<file path="config.mk">
export PLATFORM = sky130hd
export DESIGN_NAME = writeback_unit
export DESIGN_NICKNAME = d
export VERILOG_FILES = /design/src/rtl/writeback_unit_pkg.sv /design/src/rtl/writeback_unit_load_extend.sv /design/src/rtl/writeback_unit.sv
export SDC_FILE = /design/constraint.sdc
export NUM_CORES = 1
export LEC_CHECK = 0
export CORE_MARGIN = 2
export CORE_UTILIZATION = 46
export DETAILED_ROUTE_END_ITERATION = 8
export PLACE_DENSITY = 0.86
export SLEW_MARGIN = 20
export SYNTH_ARGS = -nofsm -noshare
export SYNTH_HDL_FRONTEND = slang
export SYNTH_SLANG_ARGS = --single-unit
</file>
<file path="constraint.sdc">
create_clock -name clk -period 3.1 [get_ports clk]
set_input_delay 0.465 -clock clk [delete_from_list [all_inputs] [get_ports clk]]
set_output_delay 0.465 -clock clk [all_outputs]
set_load 0.05 [all_outputs]
</file>
<file path="src/rtl/writeback_unit_pkg.sv">
// Shared types and constants for the writeback stage: FSM state encoding
// and the load funct3 codes understood by the load extender.
package writeback_unit_pkg;

   typedef enum logic [1:0] {
      IDLE     = 2'd0,
      WAIT_MEM = 2'd1,
      ERR      = 2'd2
   } wb_state_e;

   localparam logic [2:0] LB  = 3'b000;
   localparam logic [2:0] LH  = 3'b001;
   localparam logic [2:0] LW  = 3'b010;
   localparam logic [2:0] LD  = 3'b011;
   localparam logic [2:0] LBU = 3'b100;
   localparam logic [2:0] LHU = 3'b101;
   localparam logic [2:0] LWU = 3'b110;

endpackage

</file>
<file path="src/rtl/writeback_unit_load_extend.sv">
// wb_load_extend: combinational alignment and sign/zero extension of raw
// load data from a naturally aligned word/dword bus.
module wb_load_extend
   import writeback_unit_pkg::*;
#(
   parameter int XLEN = 32
) (
   input  logic [XLEN-1:0]            rdata_i,
   input  logic [2:0]                 funct3_i,
   input  logic [$clog2(XLEN/8)-1:0]  addr_lo_i,
   output logic [XLEN-1:0]            data_o
);

   localparam int AW = $clog2(XLEN/8);
   localparam logic [AW-1:0] H_MASK = ~AW'(1);
   localparam logic [AW-1:0] W_MASK = ~AW'(3);

   logic [AW-1:0] addr_h;
   logic [AW-1:0] addr_w;
   logic [7:0]    byte_v;
   logic [15:0]   half_v;
   logic [31:0]   word_v;

   // Half and word lanes ignore the low offset bits below their size.
   assign addr_h = addr_lo_i & H_MASK;
   assign addr_w = addr_lo_i & W_MASK;

   assign byte_v = 8'(rdata_i >> {addr_lo_i, 3'b000});
   assign half_v = 16'(rdata_i >> {addr_h, 3'b000});
   assign word_v = 32'(rdata_i >> {addr_w, 3'b000});

   always_comb begin
      data_o = rdata_i;
      case (funct3_i)
         LB:  data_o = XLEN'($signed(byte_v));
         LBU: data_o = XLEN'(byte_v);
         LH:  data_o = XLEN'($signed(half_v));
         LHU: data_o = XLEN'(half_v);
         LW:  data_o = XLEN'($signed(word_v));
         LWU: if (XLEN == 64) data_o = XLEN'(word_v);
         default: data_o = rdata_i;
      endcase
   end

endmodule

</file>
<file path="src/rtl/writeback_unit.sv">
// Final pipeline stage: retires one instruction per cycle into the register
// file, waiting (with timeout) for variable-latency load data.
// Build option: WB_LOAD_ALIGN_EN enables sub-word load alignment/extension.
module writeback_unit
   import writeback_unit_pkg::*;
#(
   parameter int XLEN       = 32,
   parameter int REG_ADDR_W = 5,
   parameter int MAX_WAIT   = 16
) (
   input  logic                       clk,
   input  logic                       rst,
   input  logic                       valid_i,
   output logic                       ready_o,
   input  logic [REG_ADDR_W-1:0]      sel_rd_i,
   input  logic                       rd_we_i,
   input  logic                       mem_re_i,
   input  logic [2:0]                 funct3_i,
   input  logic [$clog2(XLEN/8)-1:0]  addr_lo_i,
   input  logic [XLEN-1:0]            alu_result_i,
   input  logic                       mem_rvalid_i,
   input  logic [XLEN-1:0]            mem_rdata_i,
   output logic                       rf_we_o,
   output logic [REG_ADDR_W-1:0]      rf_sel_rd_o,
   output logic [XLEN-1:0]            rf_data_o,
   output logic                       err_o
);

   localparam int AW    = $clog2(XLEN/8);
   localparam int CNT_W = $clog2(MAX_WAIT + 1);
   localparam logic [CNT_W-1:0] CNT_LAST = CNT_W'(MAX_WAIT - 1);

   wb_state_e             state_q, state_d;
   logic [CNT_W-1:0]      cnt_q, cnt_d;
   logic [REG_ADDR_W-1:0] pend_rd_q, pend_rd_d;
   logic                  pend_we_q, pend_we_d;
   logic                  rf_we_q, rf_we_d;
   logic [REG_ADDR_W-1:0] rf_sel_rd_q, rf_sel_rd_d;
   logic [XLEN-1:0]       rf_data_q, rf_data_d;
   logic                  err_q, err_d;
   logic                  capture;
   logic [XLEN-1:0]       ld_data;

`ifdef WB_LOAD_ALIGN_EN
   logic [2:0]    pend_f3_q, pend_f3_d;
   logic [AW-1:0] pend_lo_q, pend_lo_d;
   logic [2:0]    ext_f3;
   logic [AW-1:0] ext_lo;

   assign pend_f3_d = capture ? funct3_i  : pend_f3_q;
   assign pend_lo_d = capture ? addr_lo_i : pend_lo_q;

   // A pending load is extended with its captured size/offset, not the
   // (possibly unrelated) values now on the input bus.
   assign ext_f3 = (state_q == WAIT_MEM) ? pend_f3_q : funct3_i;
   assign ext_lo = (state_q == WAIT_MEM) ? pend_lo_q : addr_lo_i;

   always_ff @(posedge clk) begin
      if (rst) begin
         pend_f3_q <= '0;
         pend_lo_q <= '0;
      end else begin
         pend_f3_q <= pend_f3_d;
         pend_lo_q <= pend_lo_d;
      end
   end

   wb_load_extend #(
      .XLEN (XLEN)
   ) u_load_extend (
      .rdata_i   (mem_rdata_i),
      .funct3_i  (ext_f3),
      .addr_lo_i (ext_lo),
      .data_o    (ld_data)
   );
`else
   logic unused_align;
   assign unused_align = ^{funct3_i, addr_lo_i};
   assign ld_data      = mem_rdata_i;
`endif

   always_ff @(posedge clk) begin
      if (rst) begin
         state_q <= IDLE;
      end else begin
         state_q <= state_d;
      end
   end

   always_comb begin
      state_d = state_q;
      case (state_q)
         IDLE: begin
            if (valid_i && mem_re_i && !mem_rvalid_i) state_d = WAIT_MEM;
         end
         WAIT_MEM: begin
            // rvalid takes priority over the timeout on the last wait cycle
            if (mem_rvalid_i)           state_d = IDLE;
            else if (cnt_q == CNT_LAST) state_d = ERR;
         end
         ERR:     state_d = ERR;
         default: state_d = IDLE;
      endcase
   end

   always_comb begin
      ready_o     = 1'b0;
      capture     = 1'b0;
      cnt_d       = cnt_q;
      pend_rd_d   = pend_rd_q;
      pend_we_d   = pend_we_q;
      rf_we_d     = 1'b0;
      rf_sel_rd_d = rf_sel_rd_q;
      rf_data_d   = rf_data_q;
      err_d       = err_q;
      case (state_q)
         IDLE: begin
            ready_o = 1'b1;
            if (valid_i) begin
               if (!mem_re_i || mem_rvalid_i) begin
                  rf_we_d     = rd_we_i && (sel_rd_i != '0);
                  rf_sel_rd_d = sel_rd_i;
                  rf_data_d   = mem_re_i ? ld_data : alu_result_i;
               end else begin
                  capture   = 1'b1;
                  pend_rd_d = sel_rd_i;
                  pend_we_d = rd_we_i;
                  cnt_d     = '0;
               end
            end
         end
         WAIT_MEM: begin
            if (mem_rvalid_i) begin
               rf_we_d     = pend_we_q && (pend_rd_q != '0);
               rf_sel_rd_d = pend_rd_q;
               rf_data_d   = ld_data;
            end else if (cnt_q == CNT_LAST) begin
               err_d = 1'b1;
            end else begin
               cnt_d = cnt_q + 1'b1;
            end
         end
         default: ;
      endcase
   end

   always_ff @(posedge clk) begin
      if (rst) begin
         cnt_q       <= '0;
         pend_rd_q   <= '0;
         pend_we_q   <= 1'b0;
         rf_we_q     <= 1'b0;
         rf_sel_rd_q <= '0;
         rf_data_q   <= '0;
         err_q       <= 1'b0;
      end else begin
         cnt_q       <= cnt_d;
         pend_rd_q   <= pend_rd_d;
         pend_we_q   <= pend_we_d;
         rf_we_q     <= rf_we_d;
         rf_sel_rd_q <= rf_sel_rd_d;
         rf_data_q   <= rf_data_d;
         err_q       <= err_d;
      end
   end

   assign rf_we_o     = rf_we_q;
   assign rf_sel_rd_o = rf_sel_rd_q;
   assign rf_data_o   = rf_data_q;
   assign err_o       = err_q;

endmodule

</file>
==> impl_summary.txt <==
----------------------------------------------------
[Finish]
  Commonest non-fill, non-tap cell in the layout ... clkdlybuf4s50_1
  Filler cells ... 465
  Multi-input logic area ... 1540 um2
  Number of diodes ... 0
  Total number of nets in the final design ... 480
  Register Area ... 1040 um2
  Area added between synthesis and finish ... 41.8%
  Final cell count without fillers ... 474
  Proportion of layout cells with a drive suffix above 1 ... 13.3%
  Commonest cells after routing, fill and taps aside ... 113 x clkdlybuf4s50_1, 52 x dfxtp_1, 45 x a21oi_1

[STA]
  Setup repair after global routing missed its margin ... false
  Endpoints failing setup ... 0
  Max Transition Viols Final ... 0
  Tightest Pin Transition ... 0.886 ns
  Fmax ... 458 MHz
  Minimum clock period after layout ... 2.18 ns
  Total negative slack for setup checks ... 0 ns
  Clock Skew ... 0.00772 ns
  Post-route setup slack ... 0.918 ns
  Crit share post-route ... 70.4%
  Count of final hold-check violations ... 0
  Worst slew slack as a fraction of its limit ... 40.8%

[Power and ir drop]
  Internal power summed over all cells ... 1.19 mW
  Sequential share of power ... 41.8%
  Share of power burned in the clock network ... 26.1%
  Worst ir drop on vdd ... 223 uV
  Switching Share ... 32.9%
  Leakage power ... 1.35 nW
  Combinational group share of total power ... 32.1%
  Power density over the cells ... 444 nW/um2
  Switching power summed over all nets ... 0.582 mW

[Route]
  Drt drc ... 0
  Antenna violation net count after detailed routing ... 0
  Detailed-routing iteration count for the pre-antenna-repair pass ... 4
  First DRT Iteration DRCs ... 138
  Routed Wire Length ... 8.29 mm
  Final routed wire length divided by cell count ... 17.5 um
  Number of vias after detailed routing ... 2,839
  Routed via count divided by cell count ... 5.99

[Worst setup path]
  Kind of end point of the critical path ... output pin
  Arr. time, crit path ... 1.72 ns
  CP required ... 2.63 ns
  Cell with the largest stage delay on the worst path ... clkdlybuf4s50_1
  Ordered list of cells on the worst path ... nor2_1 > clkdlybuf4s50_1
  Setup CP Type ... reg2out
  Nature of the critical path startpoint ... register
  Maximum net fanout on the critical path ... 11
  Biggest cell delay along the critical path ... 0.81 ns

[Run status]
  Outcome ... complete, no violations

[Logic synthesis]
  Fraction of post-synthesis cell area in the top cell type by area ... 37.0%
  Syn. warnings ... 0
  Post-synthesis cell type with the largest combined area ... dfxtp_1
  Count of unique library cells instantiated by Yosys ... 38
  Flip-flop and latch count after synthesis ... 52
  Synthesized net count ... 391
  Sequential share of the synthesized area ... 37.0%
  Cell area after synthesis ... 2810 um2
  Average footprint of a synthesized cell ... 9.10 um2
  Biggest area contributors in the synthesized netlist ... dfxtp_1 37%, a311oi_2 16%, a21oi_1 8.0%
  Number of instances in the synthesized netlist ... 309

[Clock network]
  Clock input transition at the sequential cells of the worst setup and hold paths ... 0.09 ns
  Clock tree from TritonCTS ... built
  TritonCTS sink count ... 52
  Clock network latency to the later pin of the worst-skew pair ... 0.31 ns
  Count of buffers added by post-CTS timing repair for setup ... 0
  CTS H-tree lvls ... 2
  # hold bufs at CTS ... 0
  Clock buffer count from CTS ... 5
  CTS Root Cell ... clkbuf_8
  PostCTS Resize Cnt ... 0
  Buffers from clock root to sink, at most ... 2

[Global route]
  Maximum number of pins on one net before global-route repair ... 42
  Gr busiest metal ... met2
  Number of global-route vias before repair ... 2,738
  Wire length of the first global-routing pass ... 13.1 mm
  Met2 capacity usage during global routing ... 43.7%
  Final global-route overflow total ... 0
  Initial antenna violation count ... 0
  Tot GR Track Use ... 24.9%
  Global routing met3 resource utilization ... 4.46%
  Met1 global-route usage ... 30.5%

[Floorplan]
  Site row count ... 28
  Core ar. ... 5920 um2
  Die width ... 82.2 um
  Die Outline Area ... 6750 um2
  Number of placed I/O pins ... 120
  Effective utilization at floorplan ... 47.5%
  Y dimension of the die ... 82.2 um

[Place]
  Placer congestion estimate ... 0.859
  Hpwl dp ... 5.48 mm
  Worst slack after detailed placement ... 0.818 ns
  Number of cells after detailed placement ... 466
  Count of input and output buffers ... 114

[Hold path]
  Type of the worst min-delay path ... reg2reg

[Flow run]
  Max-cap check violation count ... 0

----------------------------------------------------
-- cell usage after synthesis, drive strengths merged --
cell type,instances
a21oi,45
or4,2
a2111oi,1
a211o,2
inv,4
a211oi,2
nor2,7
nor3,1
and2,1
o2111ai,2
nand3b,2
o21ai,41
a311oi,37
nor3b,1
nand2b,5
and3,1
o21bai,1
nor2b,5
o21ba,1
nand3,38
buf,22
dfxtp,52
mux2,1
mux2i,4
ha,2
clkbuf,16
or3b,1
or3,1
nand4bb,1
nand2,10
-- critical path, delay by kind of cell (launching register included) --
kind	cells	cell delay, ns
buffers and inverters	1	0.81
flip-flops	1	0.44
AND/OR/NAND/NOR	1	0.16
-- cell type report --
| class | count | share of cell area [%] |
|---|---|---|
| inverters | 4 | 0.377 |
| clock buffers | 6 | 1.82 |
| multi-input cells | 215 | 38.5 |
| flip-flops and latches | 52 | 26.1 |
| clock inverters | 2 | 0.879 |
| repair buffers | 120 | 29.9 |
| well taps | 75 | 2.35 |
-- metrics by stage --
stage / instance area [um2] / utilization, % / total power, mW / hold slack (ns)
3_3_place_gp: 3880 / 65.5 / 1.31 / 0.451
3_5_place_dp: 3880 / 65.5 / 1.32 / 0.454
6_report: 3990 / 67.3 / 1.77 / 0.470
2_1_floorplan: 2810 / - / 1.11 / 0.459
5_1_grt: 3990 / 67.3 / 1.83 / 0.535
4_1_cts: 3990 / 67.3 / 1.77 / 0.474
-- power groups by stage --
stage          Combinational (mW)  Sequential (mW)  Clock (mW)
2_1_floorplan               0.206            0.902           0
3_3_place_gp                0.561            0.753           0
3_5_place_dp                0.567            0.755           0
4_1_cts                     0.569            0.740       0.464
5_1_grt                     0.600            0.745       0.489
6_report                    0.568            0.740       0.463
-- final timing paths --
check / startpoint / to / slack (ns) / depth (start not counted)
hold / removal: err_o / err_o / 0.47 / 2
setup / recovery: state_q[1] / ready_o / 0.92 / 2
setup reg to reg: state_q[0] / rf_data_o[16] / 1.12 / 3
hold reg to reg: err_o / err_o / 0.47 / 2
-- registers in the layout, indices dropped and copies added, names as in the netlist --
name	flops
rf_we_o	1
rf_data_o	32
rf_sel_rd_o	5
cnt_q	5
pend_rd_q	5
state_q	2
pend_we_q	1
err_o	1
-- per-layer routing --
metal  routed length, um  vias to the layer above
met5                   0                        -
met1                3380                     1355
met4                 215                        0
met3                 467                       23
met2                4230                      114
li1                    -                     1347
-- cells by family (layout without fill, tap and decap cells) --
logic type | after synthesis | after routing | share of synthesized area [%]
muxes | 5 | 5 | 1.96
DFF | 52 | 52 | 37.0
and+or+nand+nor | 76 | 76 | 15.1
AOI/OAI and AO/OA | 132 | 132 | 36.4
adders and majority gates | 2 | 2 | 0.890
buffers and inverters | 42 | 132 | 8.54
Note: power is estimated with default switching activity, not from simulation.
